## config.mk

```make
export PLATFORM = sky130hd
export DESIGN_NAME = ec_proj_to_affine
export DESIGN_NICKNAME = d
export VERILOG_FILES = /design/src/rtl/ec_pkg.sv /design/src/rtl/ff_mul_mod.sv /design/src/rtl/ec_proj_to_affine.sv
export SDC_FILE = /design/constraint.sdc
export NUM_CORES = 1
export LEC_CHECK = 0
export ABC_CLOCK_PERIOD_IN_PS = 8300
export BUFFER_PORTS_ARGS = -buffer_cell sky130_fd_sc_hd__buf_2
export CORE_MARGIN = 4
export CORE_UTILIZATION = 40
export CTS_CLUSTER_DIAMETER = 60
export DETAILED_ROUTE_END_ITERATION = 8
export GPL_TIMING_DRIVEN = 0
export SLEW_MARGIN = 5
export SYNTH_ARGS = -nofsm -noshare
export SYNTH_HDL_FRONTEND = slang
export SYNTH_SLANG_ARGS = --single-unit
```

## constraint.sdc

```tcl
create_clock -name clk -period 8.3 [get_ports clk]
set_input_delay 0.415 -clock clk [delete_from_list [all_inputs] [get_ports clk]]
set_output_delay 0.415 -clock clk [all_outputs]
set_load 0.1 [all_outputs]
```

## src/rtl/ec_pkg.sv

```systemverilog
// Shared elliptic-curve field package.
// Holds the field constants used by the point double/add/affine stages,
// the affine-conversion FSM state type and a generic modular reduction helper.
package ec_pkg;

    localparam int FIELD_W = 4;
    localparam int FIELD_P = 7;

    typedef enum logic [2:0] {
        IDLE,
        INV_SQ,
        INV_MUL,
        MULX,
        MULY,
        DONE
    } state_t;

    // v mod m; callers size both operands to 32 bits and truncate the result.
    function automatic logic [31:0] mod_reduce(input logic [31:0] v, input logic [31:0] m);
        return v % m;
    endfunction

endpackage

```

## src/rtl/ff_mul_mod.sv

```systemverilog
// Combinational modular multiplier over GF(P).
// Ports:
//   a, b : W-bit operands (expected < P)
//   p    : (a*b) mod P, W bits
module ff_mul_mod
    import ec_pkg::*;
#(
    parameter int W = FIELD_W,
    parameter int P = FIELD_P
) (
    input  logic [W-1:0] a,
    input  logic [W-1:0] b,
    output logic [W-1:0] p
);

    logic [2*W-1:0] prod;

    assign prod = {{W{1'b0}}, a} * {{W{1'b0}}, b};
    assign p    = W'(mod_reduce(32'(prod), 32'(P)));

endmodule

```

## src/rtl/ec_proj_to_affine.sv

```systemverilog
// Projective (X:Y:Z) to affine (X/Z, Y/Z) conversion over GF(P).
// Z^-1 is computed as Z^(P-2) by MSB-first square-and-multiply on a single
// shared modular multiplier, then X and Y are each multiplied by it.
// Ports:
//   clk, rst_n          : clock, asynchronous active-low reset
//   in_valid, in_ready  : input handshake for X1/Y1/Z1 (any W-bit value)
//   X1, Y1, Z1          : projective coordinates
//   out_valid, out_ready: output handshake
//   x_aff, y_aff        : affine coordinates in [0, P-1]
//   inf                 : point at infinity (Z mod P == 0)
module ec_proj_to_affine
    import ec_pkg::*;
#(
    parameter int W = FIELD_W,
    parameter int P = FIELD_P
) (
    input  logic         clk,
    input  logic         rst_n,
    input  logic         in_valid,
    output logic         in_ready,
    input  logic [W-1:0] X1,
    input  logic [W-1:0] Y1,
    input  logic [W-1:0] Z1,
    output logic         out_valid,
    input  logic         out_ready,
    output logic [W-1:0] x_aff,
    output logic [W-1:0] y_aff,
    output logic         inf
);

    localparam int             EB = $clog2(P - 1);
    localparam int             KW = $clog2(EB + 1);
    localparam logic [EB-1:0]  E  = EB'(P - 2);

    function automatic logic [W-1:0] red(input logic [W-1:0] v);
        return W'(mod_reduce(32'(v), 32'(P)));
    endfunction

    state_t        state;
    logic [W-1:0]  acc;
    logic [W-1:0]  xr;
    logic [W-1:0]  yr;
    logic [W-1:0]  zr;
    logic [KW-1:0] k;

    logic [W-1:0]  mul_a;
    logic [W-1:0]  mul_b;
    logic [W-1:0]  mul_p;
    logic [EB-1:0] e_shift;
    logic          e_bit;
    logic [W-1:0]  z_red;

    assign e_shift = E >> k;
    assign e_bit   = e_shift[0];
    assign z_red   = red(Z1);

    always_comb begin
        mul_a = '0;
        mul_b = '0;
        case (state)
            INV_SQ:  begin mul_a = acc; mul_b = acc; end
            INV_MUL: begin mul_a = acc; mul_b = zr;  end
            MULX:    begin mul_a = xr;  mul_b = acc; end
            MULY:    begin mul_a = yr;  mul_b = acc; end
            default: ;
        endcase
    end

    ff_mul_mod #(.W(W), .P(P)) u_mul (
        .a(mul_a),
        .b(mul_b),
        .p(mul_p)
    );

    always_ff @(posedge clk or negedge rst_n) begin
        if (!rst_n) begin
            state     <= IDLE;
            acc       <= '0;
            xr        <= '0;
            yr        <= '0;
            zr        <= '0;
            k         <= '0;
            in_ready  <= 1'b1;
            out_valid <= 1'b0;
            x_aff     <= '0;
            y_aff     <= '0;
            inf       <= 1'b0;
        end else begin
            case (state)
                IDLE: begin
                    if (in_valid) begin
                        xr       <= red(X1);
                        yr       <= red(Y1);
                        zr       <= z_red;
                        in_ready <= 1'b0;
                        if (z_red == '0) begin
                            // Infinity short-cuts straight to a valid result.
                            x_aff     <= '0;
                            y_aff     <= '0;
                            inf       <= 1'b1;
                            out_valid <= 1'b1;
                            state     <= DONE;
                        end else begin
                            acc   <= W'(1);
                            k     <= KW'(EB - 1);
                            state <= INV_SQ;
                        end
                    end
                end
                INV_SQ: begin
                    acc   <= mul_p;
                    state <= INV_MUL;
                end
                INV_MUL: begin
                    // Always one cycle whether or not the bit is set: fixed latency.
                    if (e_bit) acc <= mul_p;
                    if (k == '0) begin
                        state <= MULX;
                    end else begin
                        k     <= k - 1'b1;
                        state <= INV_SQ;
                    end
                end
                MULX: begin
                    x_aff <= mul_p;
                    state <= MULY;
                end
                MULY: begin
                    y_aff <= mul_p;
                    inf   <= 1'b0;
                    state <= DONE;
                end
                DONE: begin
                    // First DONE cycle raises out_valid; afterwards wait for the consumer.
                    if (!out_valid) begin
                        out_valid <= 1'b1;
                    end else if (out_ready) begin
                        out_valid <= 1'b0;
                        in_ready  <= 1'b1;
                        state     <= IDLE;
                    end
                end
                default: state <= IDLE;
            endcase
        end
    end

endmodule

```

==> results.cfg, run 1 <==
[timing]
min_period_ns = 7.74
rsz0062_at_grt = false
finalHoldViolCount = 0
post-route-period-util_pct = 93.3
worst_slew_pin_slew_ns = 0.784
clock.fmax_mhz = 129
setup_viol = 0
relSlewSlack_pct = 47.2
layout_setup_ws_ns = 0.557
finClkSkew_ns = 0.00885
hold_slack_ns = 0.171
tns_ns = 0
drv_slew = 0

[floorplan]
num_rows = 32
die_x_um = 97.8
start_util_pct = 41.5
die-area_mm2 = 0.00956
io_pins = 27
core_mm2 = 0.00777
die_h_um = 97.8

[setup_path]
cp.depth = 30
critPathLaunchType = flop
worstPathMaxFanout = 10
reg2reg_depth = 30
cp.required_ns = 8.45
cp_slowest_cell = fa_1
critPathCaptureType = flop
cpLargestDelayFamily = adder cells
path_class = reg -> reg
arrival_ns = 7.89
crit_buf_inv = 2
cpPeakStageDelay_ns = 0.56
critPathMostFrequentCell = nor2_1

[global_route]
grt_max_degree = 33
grt-ovfl-total = 0
grt_first_pass_wirelength_mm = 13.0
grt_pass1_vias = 2853
antenna_found_initial = 0
groute.usage.overall_pct = 15.9

[power]
finalPower_uw = 1040
p_leak_uw = 0.00161
power_density_mw_per_mm2 = 290
ir_worst_vdd_v = 0.000267

[logic_synthesis]
netlist_area_mm2 = 0.00322
ys_seq_area_share_pct = 24.9
synthArstFlopShare_pct = 100
ys_types = 67
synth_top_family_by_area = compound AO/OA/AOI/OAI gates
synth-seq-cells = 32
yosys-mux-area-fraction_pct = 5.71
ys.flop_type = dfrtp_1
yosysWarningCount = 0
avgSynthCellArea_um2 = 8.20
synth-edff-count = 0
syn_nets = 439
synth_adder_area_share_pct = 12.6
syn_inst = 393
synth-xor-area-share_pct = 5.36
synth_compound_area_share_pct = 26.6
synthSimpleGateAreaFrac_pct = 21.9

[layout]
nets = 474
final-seq-area_um2 = 802
drive_gt1_share_pct = 13.3
insertedDiodeCount = 0
area_growth_pct = 11.4
multi_input_area_mm2 = 0.00233
fillers = 783
fin_util_pct = 46.2

[detailed_routing]
dr.pass1.iters = 4
drtIter0Drc = 130
wl_per_cell_um = 14.3
antenna_left = 0
viasPerCell = 5.56
num_vias = 2955
wirelength_mm = 7.58
drt_drc_violations_left = 0

[placement]
dp_hpwl_mm = 6.03
place.gp.congestion = 0.912
dpl_worst_slack_ns = 0.309
port_buffers = 26

[clock_network]
cts.htree.levels = 2
cts_buffers = 5
clock_path_buffers = 2
cts_sinks = 32
path_clk_slew_ns = 0.07
cts_hold_buf = 0
cts-root-buf = clkbuf_8
insertion_delay_ns = 0.29
cts_tree = built

[min_path]
hold_path_class = in -> async

[job]
drv_cap = 0

[outcome]
status = finished, final reports clean
==> cells by family after synthesis <==
group / Yosys count
flip-flops: 32
multiplexers: 18
adder cells (fa/ha/maj): 30
AND/OR/NAND/NOR: 147
AO/OA/AOI/OAI: 123
XOR/XNOR: 18
buffers and inverters: 25
==> area by class of cell <==
class / instances / area share, %
Clock buffer: 6 / 2.30
Multi-Input combinational cell: 336 / 64.8
Buffer: 10 / 1.11
Timing Repair Buffer: 28 / 4.04
Sequential cell: 32 / 22.3
Inverter: 15 / 1.57
Clock inverter: 2 / 0.279
Tap cell: 102 / 3.55
==> per-layer routing <==
layer  vias to the layer above  track usage [%]  part of all wire, %
li1                       1525                -                    -
met1                      1386             20.1                   47
met2                        37             28.8                   50
met3                         7             1.86                  1.9
met4                         0             3.62                  1.0
met5                         -                0                    0
==> worst register-to-register path: cells and delay by family, from the launching register on <==
kind | cells | cell delay, ns
buffers and inverters | 2 | 0.35
and+or+nand+nor | 8 | 0.97
xor gates and xnor gates | 2 | 0.50
adders and majority gates | 6 | 2.39
DFF | 1 | 0.44
AOI/OAI and AO/OA | 10 | 2.33
muxes | 2 | 0.62
==> through the flow <==
stage | area (um2) | std cells
floorplan | 3220 | 393
global placement | 3480 | 521
detailed placement | 3480 | 521
CTS | 3570 | 529
global route | 3590 | 531
finish | 3590 | 531
==> where the power goes <==
part | internal [uW] | total, uW | leakage, uW | switching (uW)
clock network | 66.1 | 123 | 0.0000510 | 57.4
logic | 196 | 644 | 0.00115 | 448
registers | 223 | 273 | 0.000408 | 49.9
total | 485 | 1040 | 0.00161 | 556
==> cells in the mapped netlist, types with 3 or more instances <==
master	n	area share, %
nand2_1	47	5.5
nor2_1	44	5.1
dfrtp_1	31	24
a21oi_1	28	4.3
ha_1	26	10
o21ai_0	24	3.7
inv_1	15	1.7
mux2i_1	15	4.7
clkbuf_1	10	1.2
nand3_1	10	1.6
xnor2_1	8	2.2
xor2_1	8	2.2
nor2b_1	7	1.4
nand2b_1	6	1.2
nand4_1	6	1.2
o21ai_1	6	0.93
a22oi_1	5	1.2
o22a_1	5	1.4
a22o_1	4	1.1
a31oi_1	4	0.78
and2_1	4	0.78
and3_1	4	0.78
fa_1	4	2.5
a211oi_2	3	1.2
mux2_2	3	1.0
nor3_1	3	0.47
nor3b_1	3	0.70
o2111ai_1	3	0.82
o211ai_1	3	0.70
o21bai_1	3	0.70
o22ai_1	3	0.58
==> state kept, by name (all words and copies together), names as in the netlist <==
signal,flops
zr,4
acc,4
xr,4
y_aff,4
k,2
x_aff,4
yr,4
out_valid,1
inf,1
state,3
in_ready,1
==> path summary, 6_finish.rpt <==
| path | end | slack [ns] | start |
|---|---|---|---|
| worst max-delay path | y_aff[1] | 0.56 | state[1] |
| worst max register to register | y_aff[1] | 0.56 | state[1] |
| min in group clk | inf | 0.42 | in_valid |
| max in group asynchronous | y_aff[3] | 7.68 | rst_n |
| worst min-delay path | inf | 0.17 | rst_n |
| worst min register to register | y_aff[3] | 0.48 | y_aff[3] |
==> layout by cell type (no fill, tap or decap), types with 3 or more instances in the layout <==
master	count
fa_1	4
a21oi_1	28
ha_1	26
and2_1	4
nand3_1	10
xor2_1	8
inv_1	15
o21bai_1	3
nor2_1	44
o21ai_0	23
nor3_1	3
nand2_1	47
mux2_2	3
clkbuf_8	6
buf_2	26
o22ai_1	3
dfrtp_1	31
o211ai_1	3
o22a_1	5
and3_1	4
a22oi_1	5
clkbuf_1	8
o2111ai_1	3
mux2i_1	15
a31oi_1	4
xnor2_1	8
a211oi_2	3
nand2b_1	6
nor3b_1	3
o21ai_1	7
nand4_1	6
nor2b_1	7
a22o_1	4
==> repair_timing <==
item / 4_1_cts / 5_1_grt
buffers inserted: 0 / 2
gates resized for setup: 0 / 5
endpoints found under the setup margin: 0 / 9
Note: power is estimated with default switching activity, not from simulation.
==> run 2, diff against run 1 <==
--- a/config.mk
+++ b/config.mk
@@ -8,10 +8,11 @@
 export ABC_CLOCK_PERIOD_IN_PS = 8300
 export BUFFER_PORTS_ARGS = -buffer_cell sky130_fd_sc_hd__buf_2
 export CORE_MARGIN = 4
-export CORE_UTILIZATION = 40
+export CORE_UTILIZATION = 50
 export CTS_CLUSTER_DIAMETER = 60
 export DETAILED_ROUTE_END_ITERATION = 8
 export GPL_TIMING_DRIVEN = 0
+export PLACE_DENSITY = 0.69
 export SLEW_MARGIN = 5
 export SYNTH_ARGS = -nofsm -noshare
 export SYNTH_HDL_FRONTEND = slang
==> results.cfg, run 2 (synthesis gave the netlist of run 1 again) <==
[setup_path]
path_class = reg -> reg
critPathCaptureType = flop
cp_slowest_cell = fa_1
reg2reg_depth = 30
worstReg2RegEnd = y_aff[0]
critPathLaunch = state[1]
arrival_ns = 7.77
r2r_start = state[1]
cpPeakStageDelay_ns = 0.54
critPathMostFrequentCell = nor2_1
cp.required_ns = 8.48
rrSetupSlack_ns = 0.71
worstPathMaxFanout = 10
critPathLaunchType = flop
endpoint = y_aff[0]

[clock_network]
cts-root-buf = clkbuf_8
clock_path_buffers = 2
cts_sinks = 32
cts_buffers = 5
cts_setup_buffers = 0
cts_tree = built
cts.htree.levels = 2
path_clk_slew_ns = 0.07
insertion_delay_ns = 0.29

[power]
finalPower_uw = 1060
power_density_mw_per_mm2 = 299
seq_power_share_pct = 25.5
combPwrFrac_pct = 60.5
ir_worst_vdd_v = 0.000349
p_leak_uw = 0.00161
clockPowerShare_pct = 14.0
swShare_pct = 52.4
p_switching_uw = 558
intPower_uw = 507

[timing]
post-route-period-util_pct = 91.4
setup_viol = 0
drv_slew = 0
min_period_ns = 7.59
relSlewSlack_pct = 45.7
rsz0062_at_grt = false
tns_ns = 0
finalHoldViolCount = 0
worst_slew_pin_slew_ns = 0.807
clock.fmax_mhz = 132
finClkSkew_ns = 0.00554

[detailed_routing]
viasPerCell = 5.93
antenna_left = 0
dr.pass1.iters = 4
drt_drc_violations_left = 0
wl_per_cell_um = 14.8
num_vias = 2977
drtIter0Drc = 110
wirelength_mm = 7.43

[layout]
insertedDiodeCount = 0
fillers = 586
drive_gt1_share_pct = 12.4
final-seq-area_um2 = 802
multi_input_area_mm2 = 0.00233
final_cell_mix = 47 x nand2_1, 44 x nor2_1, 31 x dfrtp_1
area_growth_pct = 10.3
nets = 472
final_common_cell = nand2_1

[floorplan]
die-area_mm2 = 0.00780
num_rows = 28
die_h_um = 88.3
start_util_pct = 52.9
core_mm2 = 0.00610
die_x_um = 88.3
io_pins = 27

[global_route]
grt-ovfl-total = 0
grt_pass1_vias = 2842
grt_max_degree = 33
grt_first_pass_wirelength_mm = 12.7
antenna_found_initial = 0
groute.usage.overall_pct = 20.5

[outcome]
status = finished, final reports clean

[placement]
port_buffers = 26
place.gp.congestion = 0.918
dp_hpwl_mm = 5.85

[min_path]
hold_path_class = in -> async

[job]
drv_cap = 0
run 2: changes by cell type in the layout (fill, tap and decap cells not counted):
cell	previous run	this run
buf_4	2	0
clkbuf_8	6	5
bufinv_16	0	1
clkbuf_1	8	10
clkinv_2	2	1
clkbuf_2	2	1
run 2: worst max-delay path: cells and delay by family (launching register included):
family,cells,cell delay [ns]
AOI/OAI and AO/OA,9,2.30
DFF,1,0.44
xor gates and xnor gates,3,0.64
buffers and inverters,2,0.33
adders and majority gates,6,2.38
muxes,1,0.22
and+or+nand+nor,9,1.15
run 2: what timing repair did:
item / CTS / global route
hold buffers: 0 / 0
resized for setup: 0 / 3
setup endpoints to repair: 0 / 9
endpoints found under the hold margin: 0 / 0
run 2: layout make-up:
| cell class | instances | area share (%) |
|---|---|---|
| multi-input combinational | 336 | 65.4 |
| sequential | 32 | 22.6 |
| timing repair buffer | 26 | 3.66 |
| tap | 75 | 2.64 |
| clock buffer | 6 | 2.04 |
| inverter | 15 | 1.58 |
| buffer | 10 | 1.09 |
| clock inverter | 2 | 0.985 |
run 2: worst min path at each step:
stage	startpoint	to	cells after the start
after global placement	inf	inf	2
after global routing	rst_n	xr[0]	1
after CTS	rst_n	out_valid	1
final	rst_n	xr[2]	1
after detailed placement	x_aff[3]	x_aff[3]	2
after floorplan	rst_n	acc[0]	0
run 2: layer usage:
metal	global-route usage [%]	routed length, um	vias up
met3	2.33	160	12
li1	-	-	1523
met4	6.73	125	0
met1	26.6	3630	1406
met5	0	0	-
met2	35.5	3520	36
run 2: power by group through the flow:
| stage | Clock [uW] | Combinational [uW] | Sequential, uW |
|---|---|---|---|
| final | 149 | 645 | 271 |
| after global routing | 160 | 716 | 279 |
| after CTS | 153 | 642 | 270 |
| after detailed placement | 0 | 639 | 273 |
| after global placement | 0 | 629 | 272 |
| after floorplan | 0 | 376 | 396 |
run 2: stage by stage:
step / worst slack [ns] / cells / hold WS (ns) / utilization, % / cell area, um2
after floorplan: 1.36 / 393 / 0.119 / - / 3220
after global placement: 0.605 / 494 / 0.463 / 56.5 / 3450
after detailed placement: 0.463 / 494 / 0.469 / 56.5 / 3450
after CTS: 0.448 / 502 / 0.201 / 58.3 / 3550
after global routing: 0.0783 / 502 / 0.243 / 58.3 / 3560
final: 0.713 / 502 / 0.190 / 58.3 / 3560
